File: config.mk
export PLATFORM = sky130hd
export DESIGN_NAME = fp16_accum
export DESIGN_NICKNAME = d
export VERILOG_FILES = /design/src/rtl/fp16_accum.sv
export SDC_FILE = /design/constraint.sdc
export NUM_CORES = 1
export LEC_CHECK = 0
export BUFFER_PORTS_ARGS = -buffer_cell sky130_fd_sc_hd__buf_4
export CORE_ASPECT_RATIO = 1.5
export CORE_UTILIZATION = 66
export CTS_BUF_LIST = sky130_fd_sc_hd__clkbuf_16
export CTS_CLUSTER_DIAMETER = 60
export DETAILED_ROUTE_END_ITERATION = 10
export GPL_ROUTABILITY_DRIVEN = 0
export PLACE_DENSITY = 0.91
export SYNTH_ARGS = -nofsm -noshare
export SYNTH_HDL_FRONTEND = slang
export SYNTH_SLANG_ARGS = --single-unit
File: constraint.sdc
create_clock -name clk_i -period 35.1 [get_ports clk_i]
set_input_delay 3.51 -clock clk_i [delete_from_list [all_inputs] [get_ports clk_i]]
set_output_delay 3.51 -clock clk_i [all_outputs]
set_load 0.01 [all_outputs]
File: src/rtl/fp16_accum.sv
// FP16 streaming accumulator: sums len_i half-precision elements through a combinational adder.
// Optional sticky overflow output ovf_o is enabled by defining FP16_ACCUM_OVF_FLAG_EN.
`timescale 1ns/1ps

module fp16_add (
    input  logic [15:0] i_a,
    input  logic [15:0] i_b,
    output logic [15:0] o_sum
);
    logic [15:0] w_big;
    logic [15:0] w_small;
    logic [4:0]  w_expBig;
    logic [4:0]  w_expSmall;
    logic [4:0]  w_diff;
    logic [4:0]  w_lz;
    logic [4:0]  w_maxShift;
    logic [4:0]  w_shift;
    logic [13:0] w_manBig;
    logic [13:0] w_manSmall;
    logic [13:0] w_lostMask;
    logic [13:0] w_aligned;
    logic [13:0] w_norm;
    logic [14:0] w_raw;
    logic [5:0]  w_exp;
    logic [5:0]  w_expRnd;
    logic [11:0] w_manRnd;
    logic        w_sticky;
    logic        w_roundUp;
    logic        w_special;

    // Mantissas carry three extra bits (guard, round, sticky) for round-to-nearest-even.
    always_comb begin
        if (i_a[14:0] >= i_b[14:0]) begin
            w_big   = i_a;
            w_small = i_b;
        end else begin
            w_big   = i_b;
            w_small = i_a;
        end
        w_special  = (&i_a[14:10]) | (&i_b[14:10]);
        w_expBig   = (w_big[14:10] == 5'd0) ? 5'd1 : w_big[14:10];
        w_expSmall = (w_small[14:10] == 5'd0) ? 5'd1 : w_small[14:10];
        w_diff     = w_expBig - w_expSmall;
        w_manBig   = {|w_big[14:10], w_big[9:0], 3'b000};
        w_manSmall = {|w_small[14:10], w_small[9:0], 3'b000};
        w_lostMask = (14'd1 << w_diff) - 14'd1;
        w_sticky   = |(w_manSmall & w_lostMask);
        w_aligned  = w_manSmall >> w_diff;
        w_aligned[0] = w_aligned[0] | w_sticky;

        if (w_big[15] == w_small[15])
            w_raw = {1'b0, w_manBig} + {1'b0, w_aligned};
        else
            w_raw = {1'b0, w_manBig} - {1'b0, w_aligned};

        w_lz = 5'd14;
        for (int i = 0; i < 14; i++) begin
            if (w_raw[i])
                w_lz = 5'(13 - i);
        end
        // Left shift is capped so tiny results land in the subnormal range.
        w_maxShift = w_expBig - 5'd1;
        w_shift    = (w_lz < w_maxShift) ? w_lz : w_maxShift;

        if (w_raw[14]) begin
            w_norm = {w_raw[14:2], w_raw[1] | w_raw[0]};
            w_exp  = {1'b0, w_expBig} + 6'd1;
        end else begin
            w_norm = w_raw[13:0] << w_shift;
            w_exp  = {1'b0, w_expBig} - {1'b0, w_shift};
        end

        w_roundUp = w_norm[2] & (w_norm[3] | w_norm[1] | w_norm[0]);
        w_manRnd  = {1'b0, w_norm[13:3]} + {11'd0, w_roundUp};
        w_expRnd  = w_manRnd[11] ? (w_exp + 6'd1) : w_exp;

        if (w_special || (w_expRnd >= 6'd31))
            o_sum = 16'hFFFF;
        else if (w_raw == 15'd0)
            o_sum = 16'h0000;
        else if (w_manRnd[11] | w_manRnd[10])
            o_sum = {w_big[15], w_expRnd[4:0], w_manRnd[9:0]};
        else
            o_sum = {w_big[15], 5'd0, w_manRnd[9:0]};
    end
endmodule

module fp16_accum #(
    parameter int LEN_W = 8
) (
    input  logic             clk_i,
    input  logic             rstn_i,
    input  logic             start_i,
    input  logic [LEN_W-1:0] len_i,
    input  logic [15:0]      data_i,
    input  logic             valid_i,
    output logic             ready_o,
    output logic [15:0]      sum_o,
    output logic             busy_o,
`ifdef FP16_ACCUM_OVF_FLAG_EN
    output logic             ovf_o,
`endif
    output logic             done_o
);
    typedef enum logic [1:0] {
        S_IDLE   = 2'd0,
        S_ACCEPT = 2'd1,
        S_ADD    = 2'd2
    } state_t;

    state_t           r_state;
    state_t           w_stateNext;
    logic [15:0]      r_acc;
    logic [15:0]      r_opb;
    logic [LEN_W-1:0] r_cnt;
    logic             r_first;
    logic             r_done;
    logic             w_hs;
    logic [LEN_W-1:0] w_cntDec;
    logic [15:0]      w_addSum;

    fp16_add u_add (
        .i_a   (r_acc),
        .i_b   (r_opb),
        .o_sum (w_addSum)
    );

    assign w_hs     = valid_i & (r_state == S_ACCEPT);
    assign w_cntDec = r_cnt - {{(LEN_W-1){1'b0}}, 1'b1};
    assign sum_o    = r_acc;
    assign done_o   = r_done;

    always_ff @(posedge clk_i or negedge rstn_i) begin
        if (!rstn_i)
            r_state <= S_IDLE;
        else
            r_state <= w_stateNext;
    end

    always_comb begin
        w_stateNext = r_state;
        ready_o     = 1'b0;
        busy_o      = (r_state != S_IDLE);
        case (r_state)
            S_IDLE: begin
                if (start_i && (len_i != '0))
                    w_stateNext = S_ACCEPT;
            end
            S_ACCEPT: begin
                ready_o = 1'b1;
                if (w_hs) begin
                    if (r_first)
                        w_stateNext = (w_cntDec != '0) ? S_ACCEPT : S_IDLE;
                    else
                        w_stateNext = S_ADD;
                end
            end
            S_ADD: begin
                w_stateNext = (r_cnt != '0) ? S_ACCEPT : S_IDLE;
            end
            default: w_stateNext = S_IDLE;
        endcase
    end

    // The first element bypasses the adder; every later one costs an ADD cycle.
    always_ff @(posedge clk_i or negedge rstn_i) begin
        if (!rstn_i) begin
            r_acc   <= 16'h0000;
            r_opb   <= 16'h0000;
            r_cnt   <= '0;
            r_first <= 1'b0;
            r_done  <= 1'b0;
        end else begin
            r_done <= 1'b0;
            case (r_state)
                S_IDLE: begin
                    if (start_i) begin
                        r_acc <= 16'h0000;
                        if (len_i == '0) begin
                            r_done <= 1'b1;
                        end else begin
                            r_cnt   <= len_i;
                            r_first <= 1'b1;
                        end
                    end
                end
                S_ACCEPT: begin
                    if (w_hs) begin
                        r_cnt <= w_cntDec;
                        if (r_first) begin
                            r_acc   <= data_i;
                            r_first <= 1'b0;
                            if (w_cntDec == '0)
                                r_done <= 1'b1;
                        end else begin
                            r_opb <= data_i;
                        end
                    end
                end
                S_ADD: begin
                    r_acc <= w_addSum;
                    if (r_cnt == '0)
                        r_done <= 1'b1;
                end
                default: ;
            endcase
        end
    end

`ifdef FP16_ACCUM_OVF_FLAG_EN
    logic r_ovf;

    always_ff @(posedge clk_i or negedge rstn_i) begin
        if (!rstn_i)
            r_ovf <= 1'b0;
        else if ((r_state == S_IDLE) && start_i)
            r_ovf <= 1'b0;
        else if (w_hs && r_first && (data_i == 16'hFFFF))
            r_ovf <= 1'b1;
        else if ((r_state == S_ADD) && (w_addSum == 16'hFFFF))
            r_ovf <= 1'b1;
    end

    assign ovf_o = r_ovf;
`endif
endmodule

Yosys cells after proc, flatten, opt, wreduce, memory -nomap -nowiden
Cells that the tools add are included.
{"block": "word_totals", "regBits": 44, "latchBits": 0, "mem_bits_rw": 0, "rom_bits": 0, "out_inout_bits": 19, "word_cells": 116, "mem_count": 0}
{"block": "classes", "add_sub_neg": 10, "n_mul": 0, "div_mod_pow": 0, "magnitude_cmp": 3, "n_eq_ne": 8, "n_shift": 3, "mux": 52, "n_bitwise": 10, "n_reduce_logical": 24}
{"op": "2-to-1 mux 16 bit", "count": 7}
{"op": "one-hot mux 16 bit (3 select lines)", "count": 1}
{"op": "2-to-1 mux 4 bit", "count": 8}
{"op": "2-to-1 mux 15 bit", "count": 2}
{"op": "zero test 8 bit", "count": 3}
{"op": "2-to-1 mux 8 bit", "count": 3}
{"op": "nonzero test 8 bit", "count": 3}
{"op": "one-hot mux 8 bit (2 select lines)", "count": 1}
{"op": "adder 14 x 14 -> 15 bit", "count": 1}
{"op": ">= comparator 15 bit", "count": 1}
{"op": "zero test 15 bit", "count": 1}
{"op": "2-to-1 mux 5 bit", "count": 3}
{"op": "subtractor 14 x 14 -> 15 bit", "count": 1}
{"op": "bitwise AND 14 bit", "count": 1}
{"op": "2-to-1 mux 14 bit", "count": 1}
{"op": "OR reduction 14 bit", "count": 1}
{"op": "<< shifter 1 x 5 -> 14 bit, first input constant", "count": 1}
{"op": "<< shifter 14 x 5 -> 14 bit", "count": 1}
{"op": ">> shifter 14 x 5 -> 14 bit", "count": 1}
{"op": "subtractor 14 x 1 -> 14 bit, second input constant", "count": 1}
{"op": "adder 11 x 1 -> 12 bit", "count": 1}
{"op": "2-to-1 mux 1 bit", "count": 12}
{"op": "2-to-1 mux 3 bit", "count": 4}
{"op": "2-to-1 mux 6 bit", "count": 2}
{"op": "30 further kinds", "count": 49}

Logic depth before layout (Yosys ltp)
{"block": "logic_depth", "word_depth": 39, "mapped_depth": 67, "mapped_depth_nobuf": 61}

Hierarchy
Synthesis repeated with hierarchy kept, for this count alone.
{"block": "hier_totals", "hier_cells": 1082, "area_unflattened_um2": 8100.3}
{"module": "fp16_add", "instances": 1, "cells_per_inst": 844, "area_each_um2": 5775.5, "seq_area_each_um2": 0.0}
{"module": "fp16_accum", "instances": 1, "cells_per_inst": 238, "area_each_um2": 2324.7, "seq_area_each_um2": 1101.1}

Least setup slack after synthesis
Ideal clock, no wire load.
{"block": "synth_path", "path_type": "register to register", "startpoint": "register r_acc[10] (netlist: sum_o[10])", "endpoint": "register r_acc[4] (netlist: sum_o[4])", "setup_time_ns": 0.131, "arrival_time_ns": 11.190, "slack_ns": 23.778, "path_stages_with_launch": 62, "path_buffers": 6, "cell_sequence": "dfrtp_1 > ha_1 > nand2_1 > o21a_1 > o21ai_2 > a21o_1 > buf_2 > clkbuf_1 > nor2_1 > a21oi_1 > nand2_1 > or2_2 > o211ai_1 > inv_1 > ha_1 > inv_1 > ha_1 > nor2_1 > [26 not listed] > buf_4 > mux2_4 > inv_2 > ha_1 > xnor2_1 > nor2_1 > ha_1 > nand2_1 > nor2_1 > a211oi_1 > o21bai_1 > a21o_1 > xnor2_1 > and4_1 > a31oi_2 > a21oi_4 > buf_6 > a31oi_1"}
{"block": "synth_via", "elab_chain_cells": 39, "word_cells_on_any_way": 58, "cone_classes": "add/sub (9); order compare (3); eq/ne (1); shift (3); mux (27); bitwise (7); reduce/logical (8)"}
{"item": "start: declaration", "line": "113", "rtl": "logic [15:0] r_acc;"}
{"item": "start signal: assignment", "line": "191", "rtl": "r_acc <= data_i;"}
{"item": "start signal: assignment", "line": "201", "rtl": "r_acc <= w_addSum;"}
{"item": ">= comparator 15 bit", "line": "33", "rtl": "if (i_a[14:0] >= i_b[14:0]) begin"}
{"item": "2-to-1 mux 16 bit", "line": "33"}
{"item": "zero test 5 bit (on tied branches)", "line": "41, 42"}
{"item": "2-to-1 mux 5 bit (on tied branches)", "line": "41, 42"}
{"item": "subtractor 5 bit", "line": "43", "rtl": "w_diff = w_expBig - w_expSmall;"}
{"item": "<< shifter 1 x 5 -> 14 bit", "line": "46", "rtl": "w_lostMask = (14'd1 << w_diff) - 14'd1;"}
{"item": "subtractor 14 x 1 -> 14 bit", "line": "46"}
{"item": "bitwise AND 14 bit", "line": "47", "rtl": "w_sticky = |(w_manSmall & w_lostMask);"}
{"item": "[22 not listed]"}
{"item": "OR 1 bit (2 in a row)", "line": "73", "rtl": "w_roundUp = w_norm[2] & (w_norm[3] | w_norm[1] | w_norm[0]);"}
{"item": "bitwise AND 1 bit", "line": "73"}
{"item": "adder 11 x 1 -> 12 bit", "line": "74", "rtl": "w_manRnd = {1'b0, w_norm[13:3]} + {11'd0, w_roundUp};"}
{"item": "2-to-1 mux 6 bit", "line": "75", "rtl": "w_expRnd = w_manRnd[11] ? (w_exp + 6'd1) : w_exp;"}
{"item": ">= comparator 6 x 5 -> 1 bit", "line": "77", "rtl": "if (w_special || (w_expRnd >= 6'd31))"}
{"item": "logical OR 1 bit", "line": "77"}
{"item": "2-to-1 mux 16 bit (*)", "line": "77"}
{"item": "one-hot mux 16 bit (3 select lines) (*)", "line": "175", "rtl": "case (r_state)"}
Every way passes the cells marked *; elsewhere a longest branch is shown, timed or not.
A chain may end at the register's enable or synchronous reset.

Worst setup path after layout
{"block": "layout_path", "startpoint": "register r_opb[14]", "endpoint": "register r_acc[14] (netlist: sum_o[14])"}
{"block": "layout_via", "elab_chain_cells": 39, "word_cells_on_any_way": 59, "cone_classes": "add/sub (9); order compare (3); eq/ne (1); shift (3); mux (27); bitwise (8); reduce/logical (8)"}
{"item": "start: declaration", "line": "114", "rtl": "logic [15:0] r_opb;"}
{"item": "start signal: assignment", "line": "196", "rtl": "r_opb <= data_i;"}
{"item": ">= comparator 15 bit", "line": "33"}
{"item": "2-to-1 mux 16 bit", "line": "33"}
{"item": "zero test 5 bit (on tied branches)", "line": "41, 42"}
{"item": "2-to-1 mux 5 bit (on tied branches)", "line": "41, 42"}
{"item": "subtractor 5 bit", "line": "43"}
{"item": "<< shifter 1 x 5 -> 14 bit", "line": "46"}
{"item": "subtractor 14 x 1 -> 14 bit", "line": "46"}
{"item": "bitwise AND 14 bit", "line": "47"}
{"item": "[22 not listed]"}
{"item": "OR 1 bit (2 in a row)", "line": "73"}
{"item": "bitwise AND 1 bit", "line": "73"}
{"item": "adder 11 x 1 -> 12 bit", "line": "74"}
{"item": "2-to-1 mux 6 bit or OR 1 bit (tied branches)", "line": "75, 81"}
{"item": ">= comparator 6 x 5 -> 1 bit or 2-to-1 mux 15 bit (tied branches)", "line": "77, 81"}
{"item": "logical OR 1 bit or 2-to-1 mux 16 bit (tied branches)", "line": "77, 79"}
{"item": "2-to-1 mux 16 bit (*)", "line": "77"}
{"item": "one-hot mux 16 bit (3 select lines) (*)", "line": "175"}
Marked as above.

==> impl_results.md <==
- H-tree depth: 2
- CTS tree: built
- Critical Path RT: 35.25 ns
- Post-synth EDFFs: 0
- Seq cells post-synth: 44
- Synth Warn #: 0
- Rel. slew slack: 20.9%
- DR iter-0 viols: 873
- Routed wire length: 25.8 mm
- Syn_area_per_cell: 7.20 um^2
- Crit-path max FO: 27
- Synth top area share: 14.4%
- Worst Path Arrival: 14.48 ns
- DR pass1 iterations: 9
- Async set or reset register ratio after synthesis: 100%
- Io pins: 47
- CP max stage delay: 0.87 ns
- Setup TNS Final: 0 ns
- Sequential cell area fraction in the yosys report: 14.4%
- Clk root buf: clkbuf_16
- Fin. Hold Viols: 0
- Kind of critical path: reg -> reg
- Slew @ Worst Pin: 1.19 ns
- Mapped Nets: 1151
- Number of endpoints failing setup at the final stage: 0
- Yosys top cell by area: dfrtp_1
- Hold WS: 0.588 ns
- Gr usage total: 43.7%
- Crit path max-delay family: compound AO/OA/AOI/OAI gates
- Slowest-stage cell, CP: xnor2_2
- Setup Skew: 0.00440 ns
- Clock Tree Buf Depth: 2
- Synthesis-to-layout area growth: 7.34%
- Top cells by area, synth: dfrtp_1 (14%), ha_1 (10%), nand2_1 (6.3%)
- Share of layout cells above drive strength 1: 12.5%
- Total of fill cells in the finished design: 824
- Hold Crit Class: reg -> reg
- Synth Instances: 1059
- CTS Hold Buffers Added: 0
- Post-CTS sizing: 0
- Crit path top cell by count: ha_1
- Post-Place Cells: 1207
- # nets final: 1159
- HPWL Detailed: 19.5 mm
- Final min period: 14.33 ns
- Final core occ: 73.6%
- Clock insertion delay at the later pin of the skew report: 0.29 ns
- DRC viols: 0
- Top FF cell, synth: dfrtp_1
- Routed vias: 8695
- Ant. Diodes: 0
- RSZ-0062 raised after global routing: no
- Die Y: 134 um
- Rows: 47
- Startpoint types: flip-flop
- Largest net degree at the start of global routing: 45
- Cts bufs inserted: 5
- Max Freq: 69.8 MHz
- Placeable Area: 11100 um^2
- Pins Over Slew Limit: 0
- Clock Sink Count: 44
- Clock transition at the registers of the reported paths: 0.07 ns
- Initial Util: 68.6%
- Post-CTS setup buffers: 0
- Wire per inst: 21.3 um
- Max Cap Violations: 0
- Post-route ant nets: 0
- Die area: 12000 um^2
- Initial antenna violation count: 1
- Status: complete, no violations
- Port Buf Inserts: 46
- Number of global-route vias before repair: 8464
- First-pass GRT wire length: 41.7 mm
- DR vias/cell: 7.16
- Crit end category: flip-flop
- Post-Syn Area: 7620 um^2
- Synth cell types: 87
- Finished Layout Cells: 1215
- Combined buffer and inverter count along the critical path: 5
- Final period util: 40.8%
- Die width: 89.8 um
- Global route overflow: 0
-- metrics by stage --
stage          setup WS (ns)  area, um^2
3_5_place_dp           21.22        8010
5_1_grt                19.79        8180
4_1_cts                21.16        8180
2_1_floorplan          23.78        7620
3_3_place_gp           21.66        8010
6_report               20.77        8180
-- synthesized netlist by cell type, types with 4 or more instances --
master and n:
nand2_1 128, a21oi_1 90, nor2_1 82, o21ai_0 77
inv_1 69, ha_1 63, dfrtp_1 44, mux2i_1 40
clkbuf_1 39, nand3_1 34, mux2_2 26, nor3_1 24
xnor2_1 24, and2_1 20, o22ai_1 19, a31oi_1 18
a211oi_1 15, a21o_1 15, and3_1 12, nand2b_1 12
nand4_1 11, nor4_1 11, o211ai_1 10, xor2_1 10
o21a_1 9, buf_2 8, o21bai_1 8, or2_2 8
o31ai_1 7, or3_1 7, a2111oi_0 6, a211o_1 6
and4_1 6, nor2b_1 6, o21ai_1 5, o221ai_1 5
a221oi_1 4, nand3b_1 4
-- path summary, 6_finish.rpt --
kind | from | to | slack, ns | depth (start not counted)
max | r_opb[14] | sum_o[14] | 20.77 | 57
min | r_opb[1] | r_opb[1] | 0.59 | 1
max reg2reg | r_opb[14] | sum_o[14] | 20.77 | 57
min reg2reg | r_opb[1] | r_opb[1] | 0.59 | 1
max in group asynchronous | rstn_i | r_cnt[0] | 31.50 | 1
min in group asynchronous | rstn_i | r_state[0] | 3.19 | 1
-- worst register-to-register path: cells and delay by family, from the launching register on --
family	cells	cell delay, ns
adders and majority gates	7	2.21
xor gates and xnor gates	3	1.26
AOI/OAI and AO/OA	23	5.95
DFF	1	0.40
and+or+nand+nor	19	3.80
buffers and inverters	5	0.55
-- layer usage --
metal / vias to the layer above / share of wire [%] / wire [um] / global-route usage (%)
met4: 2 / 10 / 2610 / 40.3
met2: 656 / 48 / 12400 / 74.7
met3: 226 / 9.1 / 2360 / 8.68
met1: 3909 / 33 / 8490 / 44.9
li1: 3902 / - / - / -
met5: - / 0.050 / 13 / 0
-- cell usage in the layout, fill, tap and decap left out, drive strengths merged, types with 15 or more instances in the layout --
cell type	count
nand2	128
a21oi	93
o21ai	83
nor2	82
inv	73
ha	63
buf	55
dfrtp	44
mux2i	41
nand3	34
mux2	28
nor3	26
xnor2	25
and2	20
o22ai	19
a31oi	19
a211oi	18
a21o	15
-- final cells by class --
| cell class | count | area [um^2] | area share [%] |
|---|---|---|---|
| multi-input cells | 889 | 6040 | 73.9 |
| flip-flops and latches | 44 | 1100 | 13.5 |
| repair buffers | 55 | 413 | 5.05 |
| inverters | 72 | 270 | 3.30 |
| well taps | 147 | 184 | 2.25 |
| clock buffers | 5 | 125 | 1.53 |
| clock inverters | 3 | 46.3 | 0.566 |
-- kinds of logic (layout without fill, tap and decap cells) --
family / Yosys count / after routing / share of synthesized area (%)
simple gates: 376 / 376 / 23.7
compound gates: 342 / 342 / 29.9
buf+inv: 126 / 135 / 6.63
mux: 71 / 71 / 10.4
fa+ha+maj: 64 / 64 / 10.6
flops: 44 / 44 / 14.4
xor+xnor: 36 / 36 / 4.33
-- state kept, by name (all words and copies together), names as in the netlist --
signal and cells:
sum_o 16, r_state 2, r_opb 16, done_o 1, r_cnt 8, r_first 1
Power is left out: the tool's default activity adds up to more than one toggle a clock period on the data nets, which glitch-free logic cannot reach.
